$ cat src/rtl/stopwatch_display.sv
// MM:SS stopwatch on a 4-digit multiplexed 7-segment display, fed by clock-divider tick levels.
// Optional: define STOPWATCH_BLINK_PAUSED_EN to flash the display at the blink rate while paused.
module stopwatch_display #(
  parameter int unsigned SYNC_STAGES = 2,
  parameter int unsigned MAX_MIN     = 59
) (
  input  logic       clk,
  input  logic       rst,
  input  logic       sec_clk,
  input  logic       display_clk,
  input  logic       blink_clk,
  input  logic       run_tgl,
  input  logic       clear,
  output logic [6:0] seg,
  output logic [3:0] an,
  output logic       dp,
  output logic       running
);

  localparam logic [3:0] MAX_MT = 4'(MAX_MIN / 10);
  localparam logic [3:0] MAX_MO = 4'(MAX_MIN % 10);

  typedef enum logic [1:0] {IDLE, RUN, PAUSE} state_e;

  state_e      state_q, state_d;
  logic [4:0]  sync_q [SYNC_STAGES];
  logic [4:0]  sync_lvl;
  logic [3:0]  edge_q;
  logic        sec_tick, disp_tick, run_tick, clr_tick, count_en;
  logic [3:0]  so_q, so_d, st_q, st_d, mo_q, mo_d, mt_q, mt_d;
  logic [1:0]  idx_q, idx_d;
  logic        running_q;
  logic [6:0]  seg_q, seg_d;
  logic [3:0]  an_q, an_d;
  logic        dp_q, dp_d;
  logic [3:0]  digit;

  // Bit 4 (blink) is only ever used as a level, so it gets no edge flop.
  assign sync_lvl = sync_q[SYNC_STAGES-1];
  assign {clr_tick, run_tick, disp_tick, sec_tick} = sync_lvl[3:0] & ~edge_q;

  always_ff @(posedge clk or negedge rst) begin
    if (!rst) begin
      for (int unsigned i = 0; i < SYNC_STAGES; i++) sync_q[i] <= '0;
      edge_q <= '0;
    end else begin
      sync_q[0] <= {blink_clk, clear, run_tgl, display_clk, sec_clk};
      for (int unsigned i = 1; i < SYNC_STAGES; i++) sync_q[i] <= sync_q[i-1];
      edge_q <= sync_lvl[3:0];
    end
  end

  always_comb begin
    state_d = state_q;
    if (clr_tick) begin
      state_d = IDLE;
    end else if (run_tick) begin
      case (state_q)
        IDLE:    state_d = RUN;
        RUN:     state_d = PAUSE;
        PAUSE:   state_d = RUN;
        default: state_d = IDLE;
      endcase
    end
  end

  // Counting follows the current state, so the IDLE->RUN clk never counts and RUN->PAUSE does.
  assign count_en = sec_tick && !clr_tick && (state_q == RUN);

  always_comb begin
    so_d = so_q;
    st_d = st_q;
    mo_d = mo_q;
    mt_d = mt_q;
    if (clr_tick) begin
      {mt_d, mo_d, st_d, so_d} = '0;
    end else if (count_en) begin
      if (so_q != 4'd9) begin
        so_d = so_q + 4'd1;
      end else begin
        so_d = '0;
        if (st_q != 4'd5) begin
          st_d = st_q + 4'd1;
        end else begin
          st_d = '0;
          if (mt_q == MAX_MT && mo_q == MAX_MO) begin
            mt_d = '0;
            mo_d = '0;
          end else if (mo_q != 4'd9) begin
            mo_d = mo_q + 4'd1;
          end else begin
            mo_d = '0;
            mt_d = mt_q + 4'd1;
          end
        end
      end
    end
  end

  assign idx_d = disp_tick ? idx_q + 2'd1 : idx_q;

  always_comb begin
    case (idx_q)
      2'd0:    digit = so_q;
      2'd1:    digit = st_q;
      2'd2:    digit = mo_q;
      default: digit = mt_q;
    endcase
    case (digit)
      4'd0:    seg_d = 7'b1000000;
      4'd1:    seg_d = 7'b1111001;
      4'd2:    seg_d = 7'b0100100;
      4'd3:    seg_d = 7'b0110000;
      4'd4:    seg_d = 7'b0011001;
      4'd5:    seg_d = 7'b0010010;
      4'd6:    seg_d = 7'b0000010;
      4'd7:    seg_d = 7'b1111000;
      4'd8:    seg_d = 7'b0000000;
      4'd9:    seg_d = 7'b0010000;
      default: seg_d = 7'b1111111;
    endcase
    an_d = ~(4'b0001 << idx_q);
    dp_d = (idx_q != 2'd2);
`ifdef STOPWATCH_BLINK_PAUSED_EN
    if (state_q == PAUSE && !sync_lvl[4]) begin
      an_d = '1;
      dp_d = 1'b1;
    end
`endif
  end

`ifndef STOPWATCH_BLINK_PAUSED_EN
  logic blink_unused;
  assign blink_unused = sync_lvl[4];
`endif

  always_ff @(posedge clk or negedge rst) begin
    if (!rst) begin
      state_q   <= IDLE;
      running_q <= 1'b0;
      {mt_q, mo_q, st_q, so_q} <= '0;
      idx_q     <= '0;
      seg_q     <= 7'b1000000;
      an_q      <= 4'b1110;
      dp_q      <= 1'b1;
    end else begin
      state_q   <= state_d;
      running_q <= (state_d == RUN);
      so_q      <= so_d;
      st_q      <= st_d;
      mo_q      <= mo_d;
      mt_q      <= mt_d;
      idx_q     <= idx_d;
      seg_q     <= seg_d;
      an_q      <= an_d;
      dp_q      <= dp_d;
    end
  end

  assign seg     = seg_q;
  assign an      = an_q;
  assign dp      = dp_q;
  assign running = running_q;

endmodule
$ cat config.mk
export PLATFORM = sky130hd
export DESIGN_NAME = stopwatch_display
export DESIGN_NICKNAME = d
export VERILOG_FILES = /design/src/rtl/stopwatch_display.sv
export SDC_FILE = /design/constraint.sdc
export NUM_CORES = 1
export LEC_CHECK = 0
export BUFFER_PORTS_ARGS = -buffer_cell sky130_fd_sc_hd__buf_2
export CAP_MARGIN = 10
export CELL_PAD_IN_SITES_DETAIL_PLACEMENT = 1
export CELL_PAD_IN_SITES_GLOBAL_PLACEMENT = 1
export CORE_MARGIN = 2
export CORE_UTILIZATION = 34
export DETAILED_ROUTE_END_ITERATION = 6
export GPL_TIMING_DRIVEN = 0
export HOLD_SLACK_MARGIN = 0.03
export PLACE_DENSITY = 0.63
export SLEW_MARGIN = 20
export SYNTH_ARGS = -nofsm -noshare
export SYNTH_HDL_FRONTEND = slang
export SYNTH_SLANG_ARGS = --single-unit
$ cat constraint.sdc
create_clock -name clk -period 2.3 [get_ports clk]
set_clock_uncertainty 0.1 [all_clocks]
set_input_delay 0.23 -clock clk [delete_from_list [all_inputs] [get_ports clk]]
set_output_delay 0.23 -clock clk [all_outputs]
set_load 0.05 [all_outputs]
==> results.yml, run 1 <==
layout:
  multi_input_area_um2: 893
  final_nets: 233
  drive_above_1_share_pct: 20.9
  fillers: 667
  most-common-layout-cells: "39 x dfrtp_1, 17 x buf_2, 16 x ha_1, 15 x inv_1, 13 x nand2_1"
  final-seq-area_um2: 1110
  postLayoutCoreUtil_pct: 41.3
  diodes: 0
  fin_area_um2: 2430
  layout_commonest_cell: "dfrtp_1"
  syn_to_final_growth_pct: 18.1
sta:
  slew_headroom_pct: 56.9
  hold_violations: 0
  fin_ws_ns: 0.195
  grt_setup_unrepaired: "false"
  final.setup.tns_ns: 0
  setup_viol: 0
  tightest_slew_ns: 0.643
  finalCritPeriodShare_pct: 91.5
  min_period_ns: 2.10
  fmax_mhz: 475
  drv_slew: 0
cts:
  cts_tree: "done"
  htreeDepth: 2
  worstSkewPairLatency_ns: 0.30
  clockRootBuffer: "clkbuf_8"
  clock_sinks: 44
  numCtsBuffers: 5
  cts_max_path_buffers: 2
  path_clk_slew_ns: 0.09
yosys:
  syn-num-nets: 202
  yosysWarnings: 0
  ys_seq_area_share_pct: 53.7
  syn_area_um2: 2060
  synth-seq-cells: 44
  synth_cells: 179
  avgSynthCellArea_um2: 11.5
  synth_cell_types: 37
placed_design:
  place_area_um2: 2240
  numPortBuffers: 18
  place_congestion: 0.774
  dp_hpwl_um: 2790
  dpl_worst_slack_ns: -0.0382
worst_setup_path:
  r2r_end: "mo_q[1]$_DFFE_PN0P_"
  cp.arrival_ns: 2.20
  r2r_cells: 5
  rrSetupSlack_ns: 0.20
  worstPathRequired_ns: 2.39
  crit_type: "reg2reg"
  cp-end-kind: "register"
  start_kind: "register"
  r2r_start: "so_q[1]$_DFFE_PN0P_"
  cp_max_fo: 7
worst_hold_path:
  min_delay_path_depth: 0
  hold_end: "sync_lvl[1]$_DFF_PN0_"
  hold_class: "reg2reg"
  hp-start: "sync_q[6]$_DFF_PN0_"
die:
  dieHeight_um: 81.8
  num_rows: 28
  design.core.area_um2: 5890
  io_pins: 20
  initial_utilization_pct: 35.0
  die-area_um2: 6690
  die_x_um: 81.8
power_and_ir_drop:
  ir_worst_vdd_mv: 0.656
  leakage_nw: 1.11
  powerDensity_nw_per_um2: 1280
  finalPower_w: 0.00311
detailed_routing:
  drt-total-wl_um: 3910
  vias_per_cell: 5.06
  post_drt_wl_per_cell_um: 13.7
  vias: 1448
  ant_nets: 0
  drt_first_pass_iters: 4
  drt_iter0_markers: 73
  drc_errors: 0
global_route:
  grt-ovfl-total: 0
  track_usage_pct: 13.7
  antenna_found_initial: 0
  grt_pass1_wl_um: 6910
  grt_max_degree: 45
  grt_pass1_vias: 1461
flow_run:
  cap_violations: 0
status:
  status: "complete, no violations"
==> where the power goes <==
| group | switching, W | total (W) | internal, W |
|---|---|---|---|
| combinational | 0.000875 | 0.00133 | 0.000459 |
| sequential | 0.000170 | 0.00118 | 0.00101 |
| clock | 0.000277 | 0.000599 | 0.000322 |
==> layout make-up <==
cell class | instances | share of cell area, %
clock buffer | 5 | 2.83
tap | 75 | 3.86
clock inverter | 3 | 1.75
sequential | 44 | 45.5
buffer | 3 | 0.618
multi-input combinational | 116 | 36.7
timing repair buffer | 24 | 6.18
inverter | 16 | 2.47
==> critical path, stage by stage, from the launching register on <==
cell and delay (ns):
dfrtp_1 0.45, inv_1 0.08, ha_1 0.17, nand3b_1 0.20
o31ai_2 0.59, mux2_2 0.40
==> cells by family after synthesis <==
logic type,synth area share (%)
buf+inv,3.65
simple gates,13.7
compound gates,11.7
xor+xnor,0.851
flops,53.7
mux,6.63
fa+ha+maj,9.73
==> through the flow <==
stage	hold WS, ns	cells
finish	0.254	286
global route	0.270	286
CTS	0.258	285
detailed placement	0.237	272
global placement	0.233	272
floorplan	-0.166	179
==> synthesized netlist by cell type <==
cell       count  area, um^2
nor4b_1        1        8.76
o41a_1         1        11.3
nor3_1         5        25.0
o2bb2ai_1      1        8.76
nand2_1       13        48.8
or4_1          1        7.51
inv_1         15        56.3
or3_1          2        12.5
nand2b_1       3        18.8
xnor2_1        2        17.5
a211oi_1       1        7.51
o21bai_1       1        7.51
nor2_1         5        18.8
clkbuf_1       2        7.51
a32o_1         1        10.0
a222oi_1       4        40.0
clkinv_1       1        3.75
a211o_1        1        8.76
nand3b_1       3        22.5
nor2b_1        4        25.0
o21ai_0        8        40.0
a21oi_1        8        40.0
ha_1          16         200
nor4bb_1       1        10.0
a31oi_1        1        6.26
mux2i_1        8        80.1
nand4bb_4      1        27.5
a21o_1         3        22.5
a31o_2         1        8.76
o21a_1         1        7.51
dfrtp_1       40        1000
nand3_1       10        50.1
dfstp_2        4         105
o31ai_1        3        22.5
mux2_2         5        56.3
nand4_1        1        6.26
buf_4          1        7.51
==> layer usage <==
layer | global-route usage (%) | part of all wire [%]
met3 | 4.07 | 4.0
met1 | 18.8 | 51
met4 | 5.33 | 1.5
met5 | 0 | 0
met2 | 20.4 | 43
==> worst max path at each step <==
stage                          end  depth (start not counted)                  from  slack (ns)
6_report       mo_q[1]$_DFFE_PN0P_                          5   so_q[1]$_DFFE_PN0P_        0.20
5_1_grt           seg[1]$_DFF_PN0_                          6  idx_q[1]$_DFFE_PN0P_        0.02
4_1_cts           seg[1]$_DFF_PN0_                          6  idx_q[0]$_DFFE_PN0P_        0.04
3_5_place_dp   mo_q[1]$_DFFE_PN0P_                          5   so_q[1]$_DFFE_PN0P_       -0.04
3_3_place_gp   mo_q[1]$_DFFE_PN0P_                          5   so_q[1]$_DFFE_PN0P_       -0.05
2_1_floorplan  mt_q[3]$_DFFE_PN0P_                          6   so_q[1]$_DFFE_PN0P_        0.33
==> repair_timing <==
| item | in CTS | in global routing |
|---|---|---|
| hold buffers | 5 | 0 |
| gates resized for setup | 1 | 5 |
| buffers inserted | 0 | 1 |
| setup endpoints to repair | 4 | 8 |
| pin swaps | 0 | 2 |
| hold endpoints to repair | 35 | 0 |
==> flip-flops by register name, summed over array words and instances, names as in the netlist <==
name / flops
st_q: 4
seg: 7
sync_q: 4
dp: 1
idx_q: 2
edge_q: 4
an: 3
running: 1
state_q: 2
mo_q: 4
so_q: 4
mt_q: 4
sync_lvl: 4
Power figures use the tool's default switching activity.
==> run 2, diff against run 1 <==
--- a/config.mk
+++ b/config.mk
@@ -10,12 +10,12 @@
 export CELL_PAD_IN_SITES_DETAIL_PLACEMENT = 1
 export CELL_PAD_IN_SITES_GLOBAL_PLACEMENT = 1
 export CORE_MARGIN = 2
-export CORE_UTILIZATION = 34
+export CORE_UTILIZATION = 46
 export DETAILED_ROUTE_END_ITERATION = 6
 export GPL_TIMING_DRIVEN = 0
 export HOLD_SLACK_MARGIN = 0.03
-export PLACE_DENSITY = 0.63
-export SLEW_MARGIN = 20
+export PLACE_DENSITY = 0.8
+export REMOVE_ABC_BUFFERS = 1
 export SYNTH_ARGS = -nofsm -noshare
 export SYNTH_HDL_FRONTEND = slang
 export SYNTH_SLANG_ARGS = --single-unit
==> results.yml, run 2 (synthesized netlist as in run 1, its figures left out) <==
status:
  status: "complete, no violations"
layout:
  postLayoutCoreUtil_pct: 54.9
  diodes: 0
  fin_area_um2: 2370
  syn_to_final_growth_pct: 15.3
  largest_register_ffs: 7
  final_nets: 229
  drive_above_1_share_pct: 19.3
  layout_commonest_cell: "dfrtp_1"
  most-common-layout-cells: "40 x dfrtp_1, 18 x buf_2, 16 x ha_1, 15 x inv_1, 13 x nand2_1"
cts:
  cts_tree: "done"
  worstSkewPairLatency_ns: 0.29
  path_clk_slew_ns: 0.08
  clock_sinks: 44
  htreeDepth: 2
  clockRootBuffer: "clkbuf_8"
  numCtsBuffers: 5
  cts_max_path_buffers: 2
  cts_setup_buffers: 0
placed_design:
  numPortBuffers: 18
  place_congestion: 0.748
  place_area_um2: 2200
  dpl_worst_slack_ns: -0.101
  dp_hpwl_um: 3180
global_route:
  grt_max_degree: 45
  antenna_found_initial: 0
  track_usage_pct: 18.8
  grt_pass1_wl_um: 7400
  grt_pass1_vias: 1581
  grt-ovfl-total: 0
worst_setup_path:
  worstPathRequired_ns: 2.37
  cp.arrival_ns: 2.29
  crit_type: "reg2reg"
  critPathLaunch: "idx_q[0]$_DFFE_PN0P_"
  rrSetupSlack_ns: 0.08
  r2r_cells: 8
  r2r_start: "idx_q[0]$_DFFE_PN0P_"
  r2r_end: "seg[3]$_DFF_PN0_"
  cp_max_fo: 5
  start_kind: "register"
  endpoint: "seg[3]$_DFF_PN0_"
  cp-end-kind: "register"
detailed_routing:
  drc_errors: 0
  vias: 1458
  vias_per_cell: 5.63
  drt_iter0_markers: 99
  drt_first_pass_iters: 5
  drt-total-wl_um: 4410
  post_drt_wl_per_cell_um: 17.0
  ant_nets: 0
die:
  die_x_um: 70.9
  dieHeight_um: 70.9
  die-area_um2: 5030
  io_pins: 20
  num_rows: 24
  initial_utilization_pct: 47.6
  design.core.area_um2: 4320
sta:
  min_period_ns: 2.22
  hold_violations: 0
  fmax_mhz: 451
  tightest_slew_ns: 0.970
  drv_slew: 0
  finalCritPeriodShare_pct: 96.4
  holdWs_ns: 0.252
  setup_viol: 0
  fin_ws_ns: 0.0818
  slew_headroom_pct: 35.3
  final.setup.tns_ns: 0
power_and_ir_drop:
  powerDensity_nw_per_um2: 1320
  leakage_nw: 1.11
  ir_worst_vdd_mv: 0.483
worst_hold_path:
  hold_class: "reg2reg"
flow_run:
  cap_violations: 0
==> run 2: changes by cell type in the layout (fill, tap and decap cells not counted) <==
cell,previous run,this run
buf_4,3,0
clkbuf_1,2,0
buf_2,17,18
dfrtp_1,39,40
dfrtp_2,1,0
mux2i_1,6,7
mux2i_2,2,1
==> run 2: layout make-up <==
cell class | count | area [um^2]
multi-input cells | 116 | 890
clock buffers | 5 | 68.8
clock inverters | 3 | 42.5
repair buffers | 23 | 140
inverters | 16 | 60.1
flip-flops and latches | 44 | 1110
fillers | 460 | 1950
well taps | 52 | 65.1
==> run 2: critical path, cell delays in order, from the launching register on <==
cell and delay, ns:
dfrtp_1 0.45, inv_1 0.09, ha_1 0.27, a222oi_1 0.47, a21oi_2 0.18, inv_1 0.12
ha_1 0.25, nand2_1 0.06, nand3_1 0.09
==> run 2: power by group <==
part           switching, W  internal, W  total, W
combinational      0.000921     0.000448   0.00137
sequential         0.000181      0.00100   0.00119
clock              0.000262     0.000321  0.000583
==> run 2: per-stage QoR <==
stage | power (W) | cells
2_1_floorplan | 0.00218 | 176
3_3_place_gp | 0.00243 | 246
5_1_grt | 0.00335 | 259
6_report | 0.00314 | 259
3_5_place_dp | 0.00253 | 246
4_1_cts | 0.00313 | 259
==> run 2: how the worst min path moves through the flow <==
| stage | start | to | slack, ns | cells past startpoint |
|---|---|---|---|---|
| after floorplan | rst | an[0]$_DFF_PN0_ | -0.17 | 0 |
| after global placement | sync_q[5]$_DFF_PN0_ | sync_lvl[0]$_DFF_PN0_ | 0.23 | 0 |
| after detailed placement | sync_q[6]$_DFF_PN0_ | sync_lvl[1]$_DFF_PN0_ | 0.24 | 0 |
| after CTS | sync_q[6]$_DFF_PN0_ | sync_lvl[1]$_DFF_PN0_ | 0.26 | 0 |
| after global routing | sync_q[7]$_DFF_PN0_ | sync_lvl[2]$_DFF_PN0_ | 0.27 | 0 |
| final | sync_q[6]$_DFF_PN0_ | sync_lvl[1]$_DFF_PN0_ | 0.25 | 0 |
==> run 2: per-layer routing <==
layer | routed length, um | GRT usage, %
met1 | 1920 | 23.3
met2 | 2270 | 32.8
met3 | 161 | 4.70
met4 | 57 | 5.03
met5 | 0 | 0
==> run 2: timing repair <==
item | CTS | global route
gates resized for setup | 1 | 3
pin swaps | 0 | 1
cloned | 0 | 0
hold buffers | 5 | 0
setup endpoints to repair | 4 | 5
endpoints found under the hold margin | 28 | 0
